<file path="src/rtl/gpio_conv_sequencer_pkg.sv">
// gpio_conv_sequencer_pkg
// Shared definitions for the GPIO convolution command sequencer:
//   - opcode constants carried in the command word
//   - command word and status word bit positions
//   - sequencer state encoding and LED patterns
package gpio_conv_sequencer_pkg;

    // Command word layout (processor -> sequencer)
    localparam int CMD_OP_HI   = 31;
    localparam int CMD_OP_LO   = 29;
    localparam int CMD_TOGGLE  = 28;
    localparam int CMD_PL_HI   = 27;
    localparam int KIDX_HI     = 11;
    localparam int KIDX_LO     = 8;

    // Status word layout (sequencer -> processor)
    localparam int ST_ACK      = 31;
    localparam int ST_BUSY     = 30;
    localparam int ST_DONE     = 29;
    localparam int ST_ERROR    = 28;

    localparam logic [2:0] OP_NOP       = 3'd0;
    localparam logic [2:0] OP_SOFT_RST  = 3'd1;
    localparam logic [2:0] OP_SET_WIDTH = 3'd2;
    localparam logic [2:0] OP_WR_KERNEL = 3'd3;
    localparam logic [2:0] OP_WR_PIXEL  = 3'd4;
    localparam logic [2:0] OP_START     = 3'd5;
    localparam logic [2:0] OP_RD_PIXEL  = 3'd6;
    localparam logic [2:0] OP_RD_STATUS = 3'd7;

    // A 3x3 kernel has coefficients 0..8
    localparam logic [3:0] KERNEL_IDX_MAX = 4'd8;

    typedef enum logic [1:0] {
        S_IDLE    = 2'd0,
        S_EXEC    = 2'd1,
        S_RUN     = 2'd2,
        S_RD_WAIT = 2'd3
    } seq_state_t;

    localparam logic [2:0] LED_IDLE    = 3'b001;
    localparam logic [2:0] LED_EXEC    = 3'b010;
    localparam logic [2:0] LED_RUN     = 3'b100;
    localparam logic [2:0] LED_RD_WAIT = 3'b011;
    localparam logic [2:0] LED_ERROR   = 3'b111;

endpackage

</file>
<file path="src/rtl/gpio_toggle_detect.sv">
// gpio_toggle_detect
// Registers the command toggle bit and captures the command word whenever
// the toggle differs from its registered copy. The captured command stays
// pending until the sequencer takes it; while one command is pending no
// further toggle change is captured, so at most one command waits.
// Ports:
//   i_clk, i_rst  clock, asynchronous active-high reset
//   i_word        raw command word from processor GPIO
//   i_take        sequencer consumes the pending command this cycle
//   o_pending     a captured command is waiting
//   o_word        captured command word
module gpio_toggle_detect
    import gpio_conv_sequencer_pkg::*;
#(
    parameter int NB_GPIO = 32
) (
    input  logic               i_clk,
    input  logic               i_rst,
    input  logic [NB_GPIO-1:0] i_word,
    input  logic               i_take,
    output logic               o_pending,
    output logic [NB_GPIO-1:0] o_word
);

    logic               r_toggle;
    logic               r_pending;
    logic [NB_GPIO-1:0] r_word;

    always_ff @(posedge i_clk or posedge i_rst) begin
        if (i_rst) begin
            r_toggle  <= 1'b0;
            r_pending <= 1'b0;
            r_word    <= '0;
        end else begin
            if (i_take) begin
                r_pending <= 1'b0;
            end
            // A change is only latched into a free slot; otherwise it stays
            // visible on i_word and is picked up once the slot is empty.
            if (!r_pending && (i_word[CMD_TOGGLE] != r_toggle)) begin
                r_toggle  <= i_word[CMD_TOGGLE];
                r_pending <= 1'b1;
                r_word    <= i_word;
            end
        end
    end

    assign o_pending = r_pending;
    assign o_word    = r_word;

endmodule

</file>
<file path="src/rtl/gpio_conv_sequencer.sv">
// gpio_conv_sequencer
// Command sequencer between the MicroBlaze GPIO pair and the convolution
// datapath. Decodes toggle-handshaked commands (set width, write kernel,
// write pixel, start, read pixel, status, soft reset) and reports ack,
// busy, done, error and read data on the GPIO input word.
// Optional feature: define CONV_TIMEOUT_EN to add a RUN watchdog that ends
// a convolution with error after TIMEOUT_CYCLES cycles without i_conv_done.
// Ports:
//   i_CLK, i_rst            clock, asynchronous active-high reset
//   i_gpio_data/o_gpio_data command word in, status/readback word out
//   o_mem_we/addr/wdata     image memory write port (addr also reads)
//   i_mem_rdata             result memory data, 1-cycle read latency
//   o_img_width             configured image width
//   o_kernel_we/idx/coeff   kernel coefficient write port
//   o_conv_start            one-cycle start pulse
//   i_conv_done             datapath completion, sampled in RUN only
//   o_led                   state indicator (111 while error is set)
module gpio_conv_sequencer
    import gpio_conv_sequencer_pkg::*;
#(
    parameter int NB_GPIO        = 32,
    parameter int NB_ADDRESS     = 10,
    parameter int NB_IMAGE       = 10,
    parameter int NB_COEFF       = 8,
    parameter int TIMEOUT_CYCLES = 1048576
) (
    input  logic                  i_CLK,
    input  logic                  i_rst,
    input  logic [NB_GPIO-1:0]    i_gpio_data,
    output logic [NB_GPIO-1:0]    o_gpio_data,
    output logic                  o_mem_we,
    output logic [NB_ADDRESS-1:0] o_mem_addr,
    output logic [NB_IMAGE-1:0]   o_mem_wdata,
    input  logic [NB_IMAGE-1:0]   i_mem_rdata,
    output logic [NB_ADDRESS-1:0] o_img_width,
    output logic                  o_kernel_we,
    output logic [3:0]            o_kernel_idx,
    output logic [NB_COEFF-1:0]   o_kernel_coeff,
    output logic                  o_conv_start,
    input  logic                  i_conv_done,
    output logic [2:0]            o_led
);

    seq_state_t            r_state, w_next_state;
    logic                  w_pending, w_take;
    logic [NB_GPIO-1:0]    w_pend_word;
    logic [2:0]            w_pend_op;
    logic                  w_pend_tog;
    logic [2:0]            r_cmd_op;
    logic                  r_cmd_tog;
    logic [CMD_PL_HI:0]    r_cmd_payload;
    logic [NB_ADDRESS-1:0] r_wr_ptr, r_img_width;
    logic [NB_IMAGE-1:0]   r_rdata;
    logic                  r_ack, r_err, r_done;
    logic                  w_soft_rst, w_run_done, w_run_cmd, w_timeout;
    logic                  w_exec, w_kernel_ok;
    logic                  w_unused_payload;

    gpio_toggle_detect #(.NB_GPIO(NB_GPIO)) u_toggle (
        .i_clk     (i_CLK),
        .i_rst     (i_rst),
        .i_word    (i_gpio_data),
        .i_take    (w_take),
        .o_pending (w_pending),
        .o_word    (w_pend_word)
    );

    assign w_pend_op   = w_pend_word[CMD_OP_HI:CMD_OP_LO];
    assign w_pend_tog  = w_pend_word[CMD_TOGGLE];
    assign w_exec      = (r_state == S_EXEC);
    assign w_kernel_ok = (r_cmd_payload[KIDX_HI:KIDX_LO] <= KERNEL_IDX_MAX);
    assign w_unused_payload = ^r_cmd_payload[CMD_PL_HI:KIDX_HI+1];

`ifdef CONV_TIMEOUT_EN
    localparam int TMR_W = (TIMEOUT_CYCLES > 1) ? $clog2(TIMEOUT_CYCLES) : 1;
    logic [TMR_W-1:0] r_timer;

    // Counts RUN cycles; leaving RUN clears it, so every RUN entry starts at 0.
    always_ff @(posedge i_CLK or posedge i_rst) begin
        if (i_rst) begin
            r_timer <= '0;
        end else if (r_state != S_RUN) begin
            r_timer <= '0;
        end else begin
            r_timer <= r_timer + 1'b1;
        end
    end

    assign w_timeout = (r_state == S_RUN) && (r_timer == TMR_W'(TIMEOUT_CYCLES - 1));
`else
    logic w_unused_timeout;
    assign w_unused_timeout = (TIMEOUT_CYCLES != 0);
    assign w_timeout        = 1'b0;
`endif

    always_ff @(posedge i_CLK or posedge i_rst) begin
        if (i_rst) begin
            r_state <= S_IDLE;
        end else begin
            r_state <= w_next_state;
        end
    end

    // Next state and per-cycle control. In RUN, done wins over the watchdog,
    // which wins over a pending command; a command pending alongside done is
    // left for IDLE to execute normally.
    always_comb begin
        w_next_state = r_state;
        w_take       = 1'b0;
        w_soft_rst   = 1'b0;
        w_run_done   = 1'b0;
        w_run_cmd    = 1'b0;
        case (r_state)
            S_IDLE: begin
                if (w_pending) begin
                    w_take       = 1'b1;
                    w_next_state = S_EXEC;
                end
            end
            S_EXEC: begin
                w_soft_rst = (r_cmd_op == OP_SOFT_RST);
                if (r_cmd_op == OP_START) begin
                    w_next_state = S_RUN;
                end else if (r_cmd_op == OP_RD_PIXEL) begin
                    w_next_state = S_RD_WAIT;
                end else begin
                    w_next_state = S_IDLE;
                end
            end
            S_RD_WAIT: w_next_state = S_IDLE;
            S_RUN: begin
                if (i_conv_done) begin
                    w_run_done   = 1'b1;
                    w_next_state = S_IDLE;
                end else if (w_timeout) begin
                    w_next_state = S_IDLE;
                end else if (w_pending) begin
                    w_take = 1'b1;
                    if (w_pend_op == OP_SOFT_RST) begin
                        w_soft_rst   = 1'b1;
                        w_next_state = S_IDLE;
                    end else begin
                        w_run_cmd = 1'b1;
                    end
                end
            end
            default: w_next_state = S_IDLE;
        endcase
    end

    // Command register and status state. Ack is written on the edge where
    // the command's effect becomes visible.
    always_ff @(posedge i_CLK or posedge i_rst) begin
        if (i_rst) begin
            r_cmd_op      <= OP_NOP;
            r_cmd_tog     <= 1'b0;
            r_cmd_payload <= '0;
            r_wr_ptr      <= '0;
            r_img_width   <= '0;
            r_rdata       <= '0;
            r_ack         <= 1'b0;
            r_err         <= 1'b0;
            r_done        <= 1'b0;
        end else if (w_soft_rst) begin
            r_wr_ptr    <= '0;
            r_img_width <= '0;
            r_rdata     <= '0;
            r_err       <= 1'b0;
            r_done      <= 1'b0;
            r_ack       <= w_exec ? r_cmd_tog : w_pend_tog;
        end else begin
            if (w_take) begin
                r_cmd_op      <= w_pend_op;
                r_cmd_tog     <= w_pend_tog;
                r_cmd_payload <= w_pend_word[CMD_PL_HI:0];
            end
            case (r_state)
                S_EXEC: begin
                    if (r_cmd_op != OP_RD_PIXEL) begin
                        r_ack <= r_cmd_tog;
                    end
                    case (r_cmd_op)
                        OP_SET_WIDTH: begin
                            r_img_width <= r_cmd_payload[NB_ADDRESS-1:0];
                            r_wr_ptr    <= '0;
                        end
                        OP_WR_KERNEL: if (!w_kernel_ok) r_err <= 1'b1;
                        OP_WR_PIXEL:  r_wr_ptr <= r_wr_ptr + 1'b1;
                        OP_START: begin
                            r_done <= 1'b0;
                            r_err  <= 1'b0;
                        end
                        default: ;
                    endcase
                end
                S_RD_WAIT: begin
                    r_rdata <= i_mem_rdata;
                    r_ack   <= r_cmd_tog;
                end
                S_RUN: begin
                    if (w_run_done) begin
                        r_done <= 1'b1;
                    end else if (w_timeout) begin
                        r_err  <= 1'b1;
                        r_done <= 1'b0;
                    end else if (w_run_cmd) begin
                        r_ack <= w_pend_tog;
                        if (w_pend_op != OP_RD_STATUS) r_err <= 1'b1;
                    end
                end
                default: ;
            endcase
        end
    end

    assign o_mem_we       = w_exec && (r_cmd_op == OP_WR_PIXEL);
    assign o_kernel_we    = w_exec && (r_cmd_op == OP_WR_KERNEL) && w_kernel_ok;
    assign o_conv_start   = w_exec && (r_cmd_op == OP_START);
    assign o_mem_addr     = (w_exec && (r_cmd_op == OP_RD_PIXEL)) ?
                            r_cmd_payload[NB_ADDRESS-1:0] : r_wr_ptr;
    assign o_mem_wdata    = o_mem_we ? r_cmd_payload[NB_IMAGE-1:0] : '0;
    assign o_kernel_idx   = o_kernel_we ? r_cmd_payload[KIDX_HI:KIDX_LO] : '0;
    assign o_kernel_coeff = o_kernel_we ? r_cmd_payload[NB_COEFF-1:0] : '0;
    assign o_img_width    = r_img_width;

    always_comb begin
        o_gpio_data                 = '0;
        o_gpio_data[ST_ACK]         = r_ack;
        o_gpio_data[ST_BUSY]        = (r_state == S_RUN);
        o_gpio_data[ST_DONE]        = r_done;
        o_gpio_data[ST_ERROR]       = r_err;
        o_gpio_data[NB_IMAGE-1:0]   = r_rdata;
    end

    always_comb begin
        o_led = LED_IDLE;
        if (r_err) begin
            o_led = LED_ERROR;
        end else begin
            case (r_state)
                S_IDLE:    o_led = LED_IDLE;
                S_EXEC:    o_led = LED_EXEC;
                S_RUN:     o_led = LED_RUN;
                S_RD_WAIT: o_led = LED_RD_WAIT;
                default:   o_led = LED_IDLE;
            endcase
        end
    end

endmodule

</file>
<file path="config.mk">
export PLATFORM = sky130hd
export DESIGN_NAME = gpio_conv_sequencer
export DESIGN_NICKNAME = d
export VERILOG_FILES = /design/src/rtl/gpio_conv_sequencer_pkg.sv /design/src/rtl/gpio_toggle_detect.sv /design/src/rtl/gpio_conv_sequencer.sv
export SDC_FILE = /design/constraint.sdc
export NUM_CORES = 1
export LEC_CHECK = 0
export ABC_AREA = 1
export CORE_MARGIN = 2
export CORE_UTILIZATION = 46
export DETAILED_ROUTE_END_ITERATION = 7
export HOLD_SLACK_MARGIN = 0.08
export PLACE_DENSITY = 0.88
export SLEW_MARGIN = 20
export SYNTH_ARGS = -nofsm -noshare
export SYNTH_HDL_FRONTEND = slang
export SYNTH_HIERARCHICAL = 1
export SYNTH_SLANG_ARGS = --single-unit
</file>
<file path="constraint.sdc">
create_clock -name i_CLK -period 2.04 [get_ports i_CLK]
set_input_delay 0.51 -clock i_CLK [delete_from_list [all_inputs] [get_ports i_CLK]]
set_output_delay 0.51 -clock i_CLK [all_outputs]
set_load 0.05 [all_outputs]
</file>
==> flow_summary.ini <==
[timing]
period_minus_slack_ns = 2.517
period_share = 1.234
skew_ns = 0.007605
setup_tns_ns = -13.00
slew_violations = 0
setup_viol = 44
fin_ws_ns = -0.4770
hold_violations = 0
rsz0062_at_grt = true
tightest_slew_ns = 0.6555
relSlewSlack = 0.5626
clock.fmax_ghz = 0.3973

[finish]
drive_above_1_share = 0.3508
diodes = 0
syn_to_final_growth_pct = 67.13
layout_commonest_cell = nand2_1
fin_util = 0.8043
final-instance-count-excl-fill = 712
final_cell_area_um2 = 6280
final_cell_mix = nand2_1 (79), dfrtp_1 (67), buf_12 (50)
nets = 655

[cts]
cts.sinks = 68
cts_tree = done
cts_max_path_buffers = 2
clk_pin_slew_ns = 0.08
root_buffer = clkbuf_8
holdBufCountCts = 0
clk_latency_ns = 0.35
numCtsBuffers = 9
h-tree-depth = 3

[outcome]
failed_checks = setup timing
status = finished with violations

[die]
die_h_um = 94.38
io_pins = 125
initial_utilization = 0.4813
die-area_um2 = 8907
die_w_um = 94.38
coreArea_um2 = 7807
placementRows = 32

[global_routing]
grt_start_max_net_pins = 21
grt_pass1_vias = 4128
grt_usage = 0.3068
grt_antenna_before_repair = 0
grt_first_pass_wirelength_um = 20850
globalRouteOverflowTotal = 0

[min_path]
hold_class = flop to flop

[drt]
detail-route-antenna-nets = 0
routedWlPerCell_um = 20.73
wirelength_um = 14760
post-route-drc-count = 0
vias_per_cell = 5.798
vias = 4128
drtIter0Drc = 528
first_pass_iters = 6

[place]
gp_congestion = 0.8743
port_buffers = 90
dp_hpwl_um = 8094
placed_cell_area_um2 = 5344
dp.cells = 662

[power_and_ir_drop]
pwr-share-comb = 0.633
p_switching_mw = 4.897
clock_power_share = 0.127
pwr-share-seq = 0.240
leakage_nw = 3.131
peakVddDrop_v = 0.001001
switching_share = 0.5008
p_total_mw = 9.777
internal_power_mw = 4.881
power_density_nw_per_um2 = 1557

[synthesis]
avgSynthCellArea_um2 = 7.894
synthCells = 476
syn-cell-area_um2 = 3757
ys_warn_count = 6

[worst_setup_path]
critPathCaptureType = output port
cp-endpoint = o_mem_addr[4]
critPathKind = flop to output port
r2r_setup_slack_ns = -0.08
reg2reg_to = r_wr_ptr[9]
required_ns = 1.53
worstPathMaxFanout = 6
reg2reg_depth = 11
startpoint = r_state[1]
cp.arrival_ns = 2.01
worstReg2RegStart = r_state[1]
cp-start-kind = flop

[job]
max_cap_viol_count = 0
-- flip-flops by register name, summed over array words and instances (netlist names), 2 cells and up --
name / flops
o_img_width: 10
r_cmd_payload: 12
r_wr_ptr: 10
r_state: 2
r_cmd_op: 3
r_rdata: 10
u_toggle/o_word: 16
-- power by group through the flow --
stage | sequential (mW) | clock, mW | combinational [mW]
after floorplan | 2.66 | 0 | 2.92
after global routing | 2.37 | 1.30 | 6.49
final | 2.34 | 1.24 | 6.19
after CTS | 2.26 | 1.22 | 5.50
after detailed placement | 2.27 | 0 | 4.93
after global placement | 2.22 | 0 | 4.75
-- per-stage QoR --
stage               hold slack, ns  worst slack [ns]
global route                0.5144           -0.5231
detailed placement          0.4597          -0.07316
finish                      0.4831           -0.4770
CTS                         0.4770           -0.3763
floorplan                   0.4361           -0.2701
global placement            0.4571          -0.03218
-- how the worst min path moves through the flow --
stage                                   start             endpoint  slack [ns]  cells after the start
final                      u_toggle/o_word[4]   u_toggle/o_word[4]        0.48                      2
after CTS                  u_toggle/o_word[2]   u_toggle/o_word[2]        0.48                      2
after detailed placement   u_toggle/o_word[2]   u_toggle/o_word[2]        0.46                      2
after floorplan                         i_rst   u_toggle/o_pending        0.44                      1
after global placement    u_toggle/o_word[10]  u_toggle/o_word[10]        0.46                      2
after global routing       u_toggle/o_word[4]   u_toggle/o_word[4]        0.51                      2
-- repair_timing --
action | in CTS | in global routing
cloned | 1 | 1
pin swaps | 7 | 11
resized for setup | 62 | 59
setup endpoints to repair | 40 | 100
buffers inserted | 23 | 10
-- layer usage --
layer	wire length (um)	part of all wire	GRT usage
met1	5202	0.35	0.3483
met2	7337	0.50	0.5405
met5	0	0	0
met3	1287	0.087	0.08220
met4	931	0.063	0.1377
-- final cells by class --
| type | instances | area, um2 |
|---|---|---|
| fill | 397 | 1528 |
| sequential | 68 | 1703 |
| clock buffer | 13 | 178.9 |
| inverter | 60 | 245.2 |
| timing repair buffer | 149 | 1971 |
| multi-input combinational | 317 | 2012 |
| clock inverter | 3 | 42.54 |
| tap | 102 | 127.6 |
-- critical path, stage by stage (launching register included) --
cell and delay, ns:
dfrtp_1 0.41, inv_2 0.10, ha_4 0.16, nand2_4 0.08, nor3_4 0.26, buf_12 0.16, buf_12 0.13, nand2_4 0.08
o21ai_4 0.10, buf_12 0.17
No activity file was read; power rests on OpenSTA's default activity.
==> RTL edit, RTL diff (config.mk and constraints unchanged) <==
`NB_ADDRESS`: 10 -> 11.
--- a/src/rtl/gpio_conv_sequencer.sv
+++ b/src/rtl/gpio_conv_sequencer.sv
@@ -21,3 +21,3 @@
     parameter int NB_GPIO        = 32,
-    parameter int NB_ADDRESS     = 10,
+    parameter int NB_ADDRESS     = 11,
     parameter int NB_IMAGE       = 10,
Ports: changed (resized o_img_width and o_mem_addr); port bits go from 125 to 127. The function was not compared with the original's and may differ.
==> RTL edit against the original RTL <==
- the run still ends with setup timing left
- register-to-register slack gained 0.15 ns
- worst setup slack gained 0.30 ns
- routed wire length shrank 12%
- hold slack gained 0.00083 ns
- synthesized cell count grew 2.9%
- sequential cell count grew 2
- area after synthesis grew 4.2%
- die area grew 4.0%
- global-route usage shrank 3.2 points
- cell area shrank 2.4%
- non-clock buffer count shrank 14
- total power grew 0.81%
- cell count grew 0.14%
==> RTL edit: results (changes against the original RTL) <==
\begin{tabular}{lr}
\hline
Metric & Value \\
\hline
\multicolumn{2}{l}{\textbf{Clock network}} \\
Total CTS buffers & 9 (unchanged) \\
Clock tree root driver cell & sky130\_fd\_sc\_hd\_\_clkbuf\_8 \\
Insertion delay of the later-clocked pin in the worst-skew pair & 0.35 ns (about the same) \\
Longest Clk Path Bufs & 2 (unchanged) \\
Worst-path clk slew & 0.08 ns (about the same) \\
Total number of H-tree levels & 3 (unchanged) \\
\multicolumn{2}{l}{\textbf{Global routing}} \\
Total global routing track utilization & 27.4\% (-3.2 points) \\
Initial antenna violation count & 0 (unchanged) \\
First-pass GRT wire length & 19400 µm (-7.0\%) \\
Via count of the first global-routing pass & 3895 (-5.6\%) \\
Maximum number of pins on one net before global-route repair & 32 (+52\%) \\
\multicolumn{2}{l}{\textbf{Route}} \\
Average vias per placed instance & 5.71 (-1.5\%) \\
Total Routed Length & 12900 µm (-12\%) \\
Number of violations reported at the end of detailed-routing iteration 0 & 331 (-37\%) \\
First-pass DRT Iterations & 6 (unchanged) \\
\multicolumn{2}{l}{\textbf{Min path}} \\
HP Class & reg2reg \\
\multicolumn{2}{l}{\textbf{Timing}} \\
Setup TNS Final & -4.61 ns (+8.39 ns) \\
Final Setup Violations & 36 (-18\%) \\
Final WS setup & -0.173 ns (+0.304 ns) \\
Clock skew after layout & 0.0129 ns (+0.00529 ns) \\
Tightest slew margin relative to the limit & 57.8\% (+1.6 points) \\
Final max-slew violation count & 0 (unchanged) \\
\multicolumn{2}{l}{\textbf{Run status}} \\
Violated checks & setup timing \\
Status & complete, but fails checks \\
\multicolumn{2}{l}{\textbf{Power}} \\
Leakage power & 2.91 nW (-7.1\%) \\
Pint & 0.00473 W (-3.0\%) \\
Largest vdd supply drop & 0.853 mV (-15\%) \\
\multicolumn{2}{l}{\textbf{Setup path}} \\
WP data arrival & 1.70 ns (-0.31 ns) \\
Biggest fanout along the worst timing path & 8 (+2) \\
\multicolumn{2}{l}{\textbf{Placed design}} \\
Count of buffers inserted at the top-level ports & 92 (+2.2\%) \\
Post-detailed-placement half-perimeter wirelength & 8250 µm (+1.9\%) \\
GP Congestion & 0.911 (+4.2\%) \\
\multicolumn{2}{l}{\textbf{Cells and area}} \\
Max FFs per register & 16 (unchanged) \\
N\_diodes & 0 (unchanged) \\
Share of final-layout standard cells stronger than drive strength 1 & 33.4\% (-1.7 points) \\
Post-layout nets & 653 (-0.31\%) \\
\multicolumn{2}{l}{\textbf{Yosys}} \\
Total number of yosys warnings & 6 (unchanged) \\
\multicolumn{2}{l}{\textbf{Flow run}} \\
Count of max-cap constraint violations & 0 (unchanged) \\
\hline
\end{tabular}
RTL edit: path summary, 6_finish.rpt:
| check | startpoint | to | slack [ns] | cells past startpoint |
|---|---|---|---|---|
| setup reg to reg | r_state[0] | o_img_width[7] | 0.07 | 11 |
| hold reg to reg | u_toggle/o_word[9] | u_toggle/o_word[9] | 0.48 | 2 |
| hold / removal | u_toggle/o_word[9] | u_toggle/o_word[9] | 0.48 | 2 |
| max in group asynchronous | i_rst | r_cmd_op[0] | 0.98 | 3 |
| setup / recovery | r_cmd_op[0] | o_kernel_coeff[1] | -0.17 | 7 |
| min in group asynchronous | i_rst | o_img_width[3] | 0.55 | 2 |
RTL edit: power by group through the flow:
stage / Sequential [W] / Clock, W / Combinational, W
2_1_floorplan: 0.00285 / 0 / 0.00322
4_1_cts: 0.00231 / 0.00104 / 0.00608
3_3_place_gp: 0.00229 / 0 / 0.00533
6_report: 0.00235 / 0.00103 / 0.00648
3_5_place_dp: 0.00234 / 0 / 0.00552
5_1_grt: 0.00239 / 0.00111 / 0.00677
RTL edit: metrics by stage:
stage | instance area (µm²) | utilization, % | setup slack [ns] | std cells | total power, W
after floorplan | 4210 | - | -0.187 | 507 | 0.00607
after global placement | 5520 | 67.2 | 0.00580 | 681 | 0.00761
after detailed placement | 5520 | 67.2 | -0.0584 | 681 | 0.00786
after CTS | 6000 | 73.0 | -0.134 | 708 | 0.00943
after global routing | 6130 | 74.6 | -0.218 | 713 | 0.0103
final | 6130 | 74.6 | -0.173 | 713 | 0.00986
RTL edit: metal layers:
metal  share of wire [%]  track usage (%)  vias up
met2                  54             48.7      242
met3                 6.3             4.93       58
met1                  36             32.0     1990
met4                 3.6             12.7        0
met5                   0                0        -
li1                    -                -     1780
RTL edit: worst max-delay path: stages (launching register included):
cell and delay (ns):
sky130_fd_sc_hd__dfrtp_2 0.46, sky130_fd_sc_hd__buf_6 0.14, sky130_fd_sc_hd__nand3_4 0.09, sky130_fd_sc_hd__nor2_4 0.15
sky130_fd_sc_hd__nand2_4 0.11, sky130_fd_sc_hd__buf_12 0.17, sky130_fd_sc_hd__nor2_4 0.10, sky130_fd_sc_hd__buf_12 0.14
RTL edit: timing repair:
item                                    CTS  global route
pin swaps                                 9             4
cloned                                    2             0
endpoints found under the setup margin   46            55
gates resized for setup                  57            28
setup buffers                             9             6
RTL edit: final cells by class:
class,instances,area [µm²]
clock buffer,9,124
clock inverter,7,56.3
fill,501,2090
inverter,43,173
multi-input combinational,344,2120
sequential,70,1750
tap,105,131
timing repair buffer,135,1770
